File: src/rtl/load_store_unit.sv
// Memory stage of the MinCPU RV32I core: one outstanding load/store over a req/ack bus.
// Optional macro LSU_TIMEOUT_EN adds a bus-timeout access fault after TIMEOUT_CYCLES REQ cycles.
module load_store_unit #(
  parameter int unsigned DATA_WIDTH = 32,
  parameter int unsigned ADDR_WIDTH = 32
`ifdef LSU_TIMEOUT_EN
  , parameter int unsigned TIMEOUT_CYCLES = 255
`endif
) (
  input  logic                  clk,
  input  logic                  rst,
  input  logic                  ex_valid,
  output logic                  ex_ready,
  input  logic                  ex_is_load,
  input  logic                  ex_is_store,
  input  logic [2:0]            ex_funct3,
  input  logic [ADDR_WIDTH-1:0] ex_addr,
  input  logic [DATA_WIDTH-1:0] ex_store_data,
  input  logic [4:0]            ex_rd,
  input  logic                  flush,
  output logic                  mem_req,
  output logic                  mem_we,
  output logic [ADDR_WIDTH-1:0] mem_addr,
  output logic [DATA_WIDTH-1:0] mem_wdata,
  output logic [3:0]            mem_be,
  input  logic                  mem_ack,
  input  logic [DATA_WIDTH-1:0] mem_rdata,
  output logic                  wb_valid,
  output logic [4:0]            wb_rd,
  output logic [DATA_WIDTH-1:0] wb_data,
  output logic                  done,
  output logic                  exc_valid,
  output logic [3:0]            exc_cause,
  output logic [ADDR_WIDTH-1:0] exc_addr,
  output logic                  busy
);

  typedef enum logic {S_IDLE, S_REQ} state_t;

  state_t                  r_state, w_state_next;
  logic                    r_is_load;
  logic [2:0]              r_funct3;
  logic [1:0]              r_off;
  logic [4:0]              r_rd;
  logic                    r_flushed;
  logic                    w_accept, w_illegal, w_misalign, w_discard, w_timeout;
  logic [3:0]              w_cause, w_be;
  logic [DATA_WIDTH-1:0]   w_wdata, w_lane, w_load_data;

`ifdef LSU_TIMEOUT_EN
  localparam logic [7:0] TO_LAST = 8'(TIMEOUT_CYCLES - 1);
  logic [7:0]            r_cnt;
  logic [ADDR_WIDTH-1:0] r_addr;
  assign w_timeout = (r_state == S_REQ) & ~mem_ack & (r_cnt == TO_LAST);
`else
  assign w_timeout = 1'b0;
`endif

  assign ex_ready  = (r_state == S_IDLE) & ~rst;
  assign busy      = (r_state == S_REQ);
  assign w_accept  = ex_valid & (r_state == S_IDLE) & (ex_is_load | ex_is_store);
  assign w_discard = r_flushed | flush;

  assign w_illegal = (ex_is_load & ex_is_store)
                   | (ex_is_load & ((ex_funct3 == 3'd3) | (ex_funct3 == 3'd6) | (ex_funct3 == 3'd7)))
                   | (ex_is_store & (ex_funct3 > 3'd2));
  assign w_misalign = ~w_illegal & (((ex_funct3[1:0] == 2'b01) & ex_addr[0])
                                  | ((ex_funct3[1:0] == 2'b10) & (ex_addr[1:0] != 2'b00)));
  assign w_cause = w_illegal ? 4'd2 : (ex_is_load ? 4'd4 : 4'd6);

  always_comb begin
    w_be    = 4'b1111;
    w_wdata = ex_store_data;
    if (ex_is_store) begin
      case (ex_funct3[1:0])
        2'b00: begin
          w_be    = 4'b0001 << ex_addr[1:0];
          w_wdata = {4{ex_store_data[7:0]}};
        end
        2'b01: begin
          w_be    = 4'b0011 << ex_addr[1:0];
          w_wdata = {2{ex_store_data[15:0]}};
        end
        default: ;
      endcase
    end
  end

  assign w_lane = mem_rdata >> {r_off, 3'b000};

  always_comb begin
    w_load_data = w_lane;
    case (r_funct3)
      3'd0:    w_load_data = {{24{w_lane[7]}}, w_lane[7:0]};
      3'd1:    w_load_data = {{16{w_lane[15]}}, w_lane[15:0]};
      3'd4:    w_load_data = {24'd0, w_lane[7:0]};
      3'd5:    w_load_data = {16'd0, w_lane[15:0]};
      default: ;
    endcase
  end

  always_comb begin
    w_state_next = r_state;
    case (r_state)
      S_IDLE:  if (w_accept & ~w_illegal & ~w_misalign) w_state_next = S_REQ;
      S_REQ:   if (mem_ack | w_timeout) w_state_next = S_IDLE;
      default: w_state_next = S_IDLE;
    endcase
  end

  always_ff @(posedge clk or posedge rst) begin
    if (rst) r_state <= S_IDLE;
    else     r_state <= w_state_next;
  end

  always_ff @(posedge clk or posedge rst) begin
    if (rst) begin
      mem_req   <= 1'b0;
      mem_we    <= 1'b0;
      mem_addr  <= '0;
      mem_wdata <= '0;
      mem_be    <= '0;
      wb_valid  <= 1'b0;
      wb_rd     <= '0;
      wb_data   <= '0;
      done      <= 1'b0;
      exc_valid <= 1'b0;
      exc_cause <= '0;
      exc_addr  <= '0;
      r_is_load <= 1'b0;
      r_funct3  <= '0;
      r_off     <= '0;
      r_rd      <= '0;
      r_flushed <= 1'b0;
`ifdef LSU_TIMEOUT_EN
      r_cnt     <= '0;
      r_addr    <= '0;
`endif
    end else begin
      wb_valid  <= 1'b0;
      done      <= 1'b0;
      exc_valid <= 1'b0;
      if (w_accept) begin
        if (w_illegal | w_misalign) begin
          done      <= 1'b1;
          exc_valid <= ~flush;
          exc_cause <= w_cause;
          exc_addr  <= ex_addr;
        end else begin
          mem_req   <= 1'b1;
          mem_we    <= ex_is_store;
          mem_addr  <= {ex_addr[ADDR_WIDTH-1:2], 2'b00};
          mem_wdata <= w_wdata;
          mem_be    <= w_be;
          r_is_load <= ex_is_load;
          r_funct3  <= ex_funct3;
          r_off     <= ex_addr[1:0];
          r_rd      <= ex_rd;
          r_flushed <= flush;
`ifdef LSU_TIMEOUT_EN
          r_cnt     <= '0;
          r_addr    <= ex_addr;
`endif
        end
      end else if (r_state == S_REQ) begin
        // a flush only marks the op; the bus cycle is never withdrawn
        if (flush) r_flushed <= 1'b1;
        if (mem_ack) begin
          mem_req <= 1'b0;
          done    <= 1'b1;
          if (r_is_load & ~w_discard & (r_rd != 5'd0)) begin
            wb_valid <= 1'b1;
            wb_rd    <= r_rd;
            wb_data  <= w_load_data;
          end
        end else if (w_timeout) begin
          mem_req   <= 1'b0;
          done      <= 1'b1;
          exc_valid <= ~w_discard;
          exc_cause <= r_is_load ? 4'd5 : 4'd7;
`ifdef LSU_TIMEOUT_EN
          exc_addr  <= r_addr;
`endif
        end
`ifdef LSU_TIMEOUT_EN
        else begin
          r_cnt <= r_cnt + 8'd1;
        end
`endif
      end
    end
  end

endmodule

File: config.mk
export PLATFORM = sky130hd
export DESIGN_NAME = load_store_unit
export DESIGN_NICKNAME = d
export VERILOG_FILES = /design/src/rtl/load_store_unit.sv
export SDC_FILE = /design/constraint.sdc
export NUM_CORES = 1
export LEC_CHECK = 0
export BUFFER_PORTS_ARGS = -buffer_cell sky130_fd_sc_hd__buf_2
export CORE_MARGIN = 5
export CORE_UTILIZATION = 44
export DETAILED_ROUTE_END_ITERATION = 8
export GPL_ROUTABILITY_DRIVEN = 0
export PLACE_DENSITY = 0.76
export SLEW_MARGIN = 0
export SYNTH_ARGS = -nofsm -noshare
export SYNTH_HDL_FRONTEND = slang
export SYNTH_SLANG_ARGS = --single-unit
File: constraint.sdc
create_clock -name clk -period 4.7 [get_ports clk]
set_input_delay 0.705 -clock clk [delete_from_list [all_inputs] [get_ports clk]]
set_output_delay 0.705 -clock clk [all_outputs]
set_load 0.02 [all_outputs]
==> results of run 1 <==
## Yosys cell counts (all sizes together) (2+ instances only)
| master | instances |
|---|---|
| o22a | 8 |
| o2bb2ai | 2 |
| o32a | 16 |
| nand2b | 3 |
| a2bb2oi | 7 |
| nor2b | 9 |
| a211oi | 9 |
| clkbuf | 15 |
| mux2 | 112 |
| a22o | 3 |
| and2 | 9 |
| o21ai | 21 |
| buf | 22 |
| nor2 | 21 |
| dfrtp | 155 |
| nor3 | 2 |
| mux2i | 42 |
| a21oi | 11 |
| inv | 23 |
| nand2 | 15 |
## worst reg2reg max path: stages, from the launching register on
cell and delay (ns):
dfrtp_1 0.46, nand2b_1 0.23, a2111oi_1 0.71, nand2_4 0.67
buf_4 0.49, mux2i_1 0.13
## worst max-delay path by stage
stage,from,depth (start not counted),slack [ns],to
after floorplan,rst,1,2.04,busy
after global placement,ex_funct3[0],6,1.38,mem_wdata[29]
after detailed placement,ex_funct3[0],6,1.36,mem_wdata[29]
after CTS,ex_funct3[0],6,1.79,mem_wdata[29]
after global routing,ex_funct3[0],6,1.57,mem_wdata[29]
final,ex_funct3[0],6,1.76,mem_wdata[29]
## logic make-up (layout without fill, tap and decap cells)
group                     count (synthesis)  in the layout  synth area share (%)
and+or+nand+nor                          66             66                  4.89
DFF                                     155            155                  57.0
other                                     1              4                0.0551
xor gates and xnor gates                  1              1                 0.129
muxes                                   155            155                  25.1
buffers and inverters                    61            316                  4.14
AOI/OAI and AO/OA                        79             79                  8.70
## layer usage
layer | GRT usage [%] | vias to the layer above | routed length, microns
met2 | 30.4 | 220 | 8210
met5 | 0 | - | 13
met1 | 25.5 | 2449 | 7260
met3 | 7.01 | 27 | 1650
li1 | - | 2342 | -
met4 | 5.94 | 2 | 305
## stage by stage
stage,cells,hold slack [ns]
finish,964,0.492
global route,964,0.499
CTS,964,0.465
detailed placement,933,0.482
global placement,933,0.463
floorplan,521,0.470
## final cells by class
class	count	area, sq um	area share (%)
Sequential cell	155	3880	43.9
Multi-Input combinational cell	305	2660	30.1
Tap cell	188	235	2.67
Timing Repair Buffer	261	1340	15.1
Clock buffer	22	484	5.49
Inverter	24	93.8	1.06
Clock inverter	9	138	1.56
## registers in the layout, summed over array words and instances (netlist names), 2 cells and up
signal     count
mem_wdata     32
r_off          2
r_rd           5
exc_addr      32
wb_rd          5
mem_addr      30
r_funct3       3
wb_data       32
exc_cause      2
mem_be         4
## power groups by stage
stage | registers, mW | logic (mW) | clock network (mW)
final | 2.06 | 1.89 | 1.42
after global routing | 2.13 | 2.03 | 1.51
after CTS | 2.07 | 1.92 | 1.45
after detailed placement | 2.08 | 1.91 | 0
after global placement | 2.07 | 1.89 | 0
after floorplan | 2.56 | 0.724 | 0
==> metrics, run 1 <==
fmax=340 MHz; Synth Instances=~520; Pint=approximately 3.5 mW; CP Data Required Time=about 5 ns; Crit-path slowest cell=nand2_4; commonest non-fill, non-tap cell in the layout=buf_2; die area=0.0180 sq mm; sequential cell area fraction in the yosys report=57.0%; type of origin of the critical path=input pin; TNS Setup=0 ns; Die H=between 100 and 150 microns; initial antenna violation count=1; Power Total=roughly 5.4 mW; Max Cap Violations=0; IO Port Bufs=approximately 250; Hold Fails Final Rpt=0; Post-DP HPWL=12600 microns; Hold Path End=busy; Sw Ratio=a little over a third; Critical Path Max Stage Delay=0.67 ns; Clk pwr share=a little over a quarter; Vias per Instance=5.23; worst hold path type=input pin to flop; pin count of the biggest net entering global routing=~160; Leak=4.47 nW; Post-CTS Setup Bufs=0; Yosys reg bits=roughly 160; gr usage total=around a fifth; Layout area overhead=29.8%; Hold Startpoint=mem_ack; Ports=259; number of hold buffers added after cts=0; TritonCTS Buffers=17; CTS tree=built; DR WL/cell=around 18 microns; RSZ-0062 raised after global routing=no; DP Worst Slack=1.36 ns; final setup margin=1.76 ns; combinational share of power=between 30% and 40%; CTS root buffer=clkbuf_16; Max FO, Critical Path=72; Total Wirelength=around 17000 microns; worst relative slew slack=between 20% and 30%; family with the most delay on the worst path=simple AND/OR/NAND/NOR gates; Max Clock Skew=0.00925 ns; Placement Cell Area=slightly above 0.008 sq mm; Post-Layout Inst Area=0.00883 sq mm; Clock Sink Count=around 160; Synth Cell Area=around 0.0068 sq mm; layout cell share with drive strength beyond 1=52.4%; Row Count=45; post-CTS sizing=0; mean post-synth cell area=approximately 13 sq um; Vias=5040; Async S/R FF share, synth=between 90% and 100%; hold path depth=2; DR iter-0 viols=205; Peak VDD IR=0.000321 V; Psw=1.91 mW; Critical Path AT=3.21 ns; grt ovf=0; PD cells=just over 600 mW/mm^2; Synth area leaders=dfrtp_1 (57%), mux2_2 (18%), mux2i_1 (6.2%); Clk pin slew, worst setup/hold paths=~0.06 ns; reg2reg path depth=5; Starting Density=44.7%; leading area contributor after synthesis=dfrtp_1; CP Buf/Inv Count=2; final net count=a little under 900; # DRC=0; vias in the first global route=5143; Yosys top cell area share=57.0%; sequential share of power=approximately two fifths; ys flop type=dfrtp_1; core area=approximately 0.015 sq mm; later-pin clock latency in the skew report=just over 0.4 ns; Core Util, Final=58.1%; final period utilization=62.5%; crit path cell chain=buf_2 > and3b_1 > a2111oi_1 > nand2_4 > buf_4 > mux2i_1; reg-to-reg endpoint=mem_wdata[29]; RR Startpoint=busy; outcome=completed; Warnings, synthesis=0; ANT cells=0; drt pass-1 iters=5; Worst-Margin Slew=around 1.1 ns; setup violators final=0; most frequent cells in the layout=buf_2 (254), dfrtp_1 (155), mux2_2 (111), mux2i_1 (42), inv_1 (22); Worst Setup End Kind=flop; Tmin final=between 2 and 3 ns; fillers=between 1000 and 1500; CTS H-tree lvls=4; R2R Setup Slk=between 1.5 and 2 ns; global-route wire length before repair=~28000 microns; CTS Buffer Depth=2; EDFF count, synth=0; Yosys cell types=38; final slew viol count=0; critical path class=input pin to flop; chip width=134 microns; post-route ant nets=0
Power figures use the tool's default switching activity.
==> inputs of run 2 (changes only) <==
==> constraint.sdc (replaced) <==
create_clock -name clk -period 2.53 [get_ports clk]
set_input_delay 0.3795 -clock clk [delete_from_list [all_inputs] [get_ports clk]]
set_output_delay 0.3795 -clock clk [all_outputs]
set_load 0.02 [all_outputs]
==> run 2 against run 1 <==
Net effect:
- non-clock buffer count increased by 12
- cell count increased by 1.2%
- register-to-register slack got worse by 1.4 ns
- via count increased by 0.75%
- first-iteration DRC count increased by 7.8%
- sequential cell count unchanged
- global-route usage increased by 0.58 points
- clock power increased by 77%
- die area unchanged
- clock skew decreased by 0.0016 ns
- clock-buffer cell count decreased by 1
==> metrics, run 2 (synthesis gave the netlist of run 1 again) <==
PD cells=1110 mW/mm^2 (+82%); Vias per Instance=5.20 (-0.48%); RSZ-0062 raised after global routing=no; Max Cap Violations=0 (unchanged); Post-DP HPWL=13200 microns (+4.5%); worst relative slew slack=50.1% (+22 points); final period utilization=83.0%; later-pin clock latency in the skew report=0.41 ns (about the same); final slew viol count=0 (unchanged); Core Util, Final=58.7% (+0.68 points); CTS root buffer=clkbuf_16; TritonCTS Buffers=17 (unchanged); ANT cells=0 (unchanged); Peak VDD IR=0.000630 V (+96%); critical path class=flop to flop; Reg area=0.00388 sq mm (unchanged); final setup margin=0.431 ns (-1.33 ns); CTS Buffer Depth=2 (unchanged); Total Wirelength=17700 microns (+1.6%); TNS Setup=0 ns (unchanged); Max Clock Skew=0.00770 ns (-0.00156 ns); worst hold path type=input pin to asynchronous set/reset pin; die area=0.0180 sq mm (unchanged); DP Worst Slack=0.331 ns (-1.03 ns); fmax=roughly 480 MHz; initial antenna violation count=1 (unchanged); crit path cell chain=nand2b_1 > a2111oi_1 > buf_4 > nand2_4 > buf_12 > mux2_2; CTS H-tree lvls=4 (unchanged); Die H=134 microns (unchanged); Critical Path Max Stage Delay=0.45 ns (-0.22 ns); drt pass-1 iters=4 (-1); outcome=completed; Power Total=9.92 mW (+85%); DR WL/cell=18.2 microns (+0.39%); reg-to-reg endpoint=mem_addr[25]; final net count=887 (+1.4%); Post-CTS Setup Bufs=0 (unchanged); Worst-Margin Slew=0.749 ns (-0.329 ns); Post-Layout Inst Area=0.00893 sq mm (+1.2%); post-route ant nets=0 (unchanged); Clock Sink Count=155 (unchanged); Leak=4.53 nW (+1.3%); layout cell share with drive strength beyond 1=53.2% (+0.72 points); Max FO, Critical Path=31 (-57%); pin count of the biggest net entering global routing=133 (-15%); CTS tree=built; gr usage total=20.0% (+0.58 points); Ports=259 (unchanged); fin cells=976 (+1.2%); Placement Cell Area=0.00834 sq mm (+1.7%); Starting Density=44.7% (unchanged); Critical Path AT=2.39 ns (-0.82 ns); Vias=5078 (+0.75%); Clk pin slew, worst setup/hold paths=0.06 ns (about the same); fillers=1294 (+0.23%); area of the multi-input gates=0.00266 sq mm (unchanged); post-CTS sizing=0 (unchanged); reg2reg path depth=6 (+1); number of hold buffers added after cts=0 (unchanged); commonest non-fill, non-tap cell in the layout=buf_2; Tmin final=2.10 ns; grt ovf=0 (unchanged); type of origin of the critical path=flop; R2R Setup Slk=0.43 ns (-1.44 ns); Fin Hold WS=0.0888 ns (-0.403 ns); DR iter-0 viols=221 (+7.8%); Worst Setup End Kind=flop; Top Registers=exc_addr: 32 flops, mem_wdata: 32 flops, wb_data: 32 flops; placed cells=945 (+1.3%); RR Startpoint=busy; CP Data Required Time=2.82 ns (-2.16 ns); most frequent cells in the layout=buf_2 (254), dfrtp_1 (155), mux2_2 (111), mux2i_1 (42), inv_1 (22); Crit-path slowest cell=dfrtp_1; chip width=134 microns (unchanged); setup violators final=0 (unchanged); core area=0.0152 sq mm (unchanged); Hold Fails Final Rpt=0 (unchanged); # DRC=0 (unchanged); Row Count=45 (unchanged); CP Launch Point=busy; global-route wire length before repair=28600 microns (+2.6%); vias in the first global route=5169 (+0.51%); Layout area overhead=31.3%; IO Port Bufs=254 (unchanged)
[run 2: changes by cell type in the layout (fill, tap and decap cells not counted), sizes merged]
cell      change
clkbuf        -1
clkinvlp      +2
buf          +12
clkinv        -2
inv           +2
bufinv        -1
[run 2: layout make-up]
type,count,area share (%)
Tap cell,188,2.63
Timing Repair Buffer,273,16.5
Clock buffer,21,5.27
Inverter,24,1.05
Sequential cell,155,43.4
Multi-Input combinational cell,305,29.8
Clock inverter,10,1.29
[run 2: how the worst max path moves through the flow]
stage                    to  slack, ns
2_1_floorplan          busy       0.19
3_3_place_gp    exc_addr[5]       0.36
3_5_place_dp   exc_addr[11]       0.33
4_1_cts         wb_data[13]       0.41
5_1_grt         wb_data[14]       0.29
6_report       mem_addr[25]       0.43
[run 2: per-layer routing]
metal / share of wire [%] / wire length, microns / vias up / global-route usage [%]
li1: - / - / 2354 / -
met1: 43 / 7550 / 2519 / 26.4
met2: 47 / 8370 / 183 / 31.2
met3: 8.8 / 1560 / 20 / 7.73
met4: 1.3 / 226 / 2 / 5.32
met5: 0.073 / 13 / - / 0
[run 2: power breakdown]
part | switching (mW) | internal [mW] | leakage (nW)
Clock | 0.984 | 1.53 | 0.282
Sequential | 0.473 | 3.33 | 1.86
Combinational | 2.12 | 1.48 | 2.39
Total | 3.58 | 6.34 | 4.53
[run 2: critical path, delay by kind of cell (launching register included)]
family          cells  cell delay [ns]
flops               1             0.45
mux                 1             0.29
buf+inv             2             0.45
simple gates        2             0.40
compound gates      1             0.39
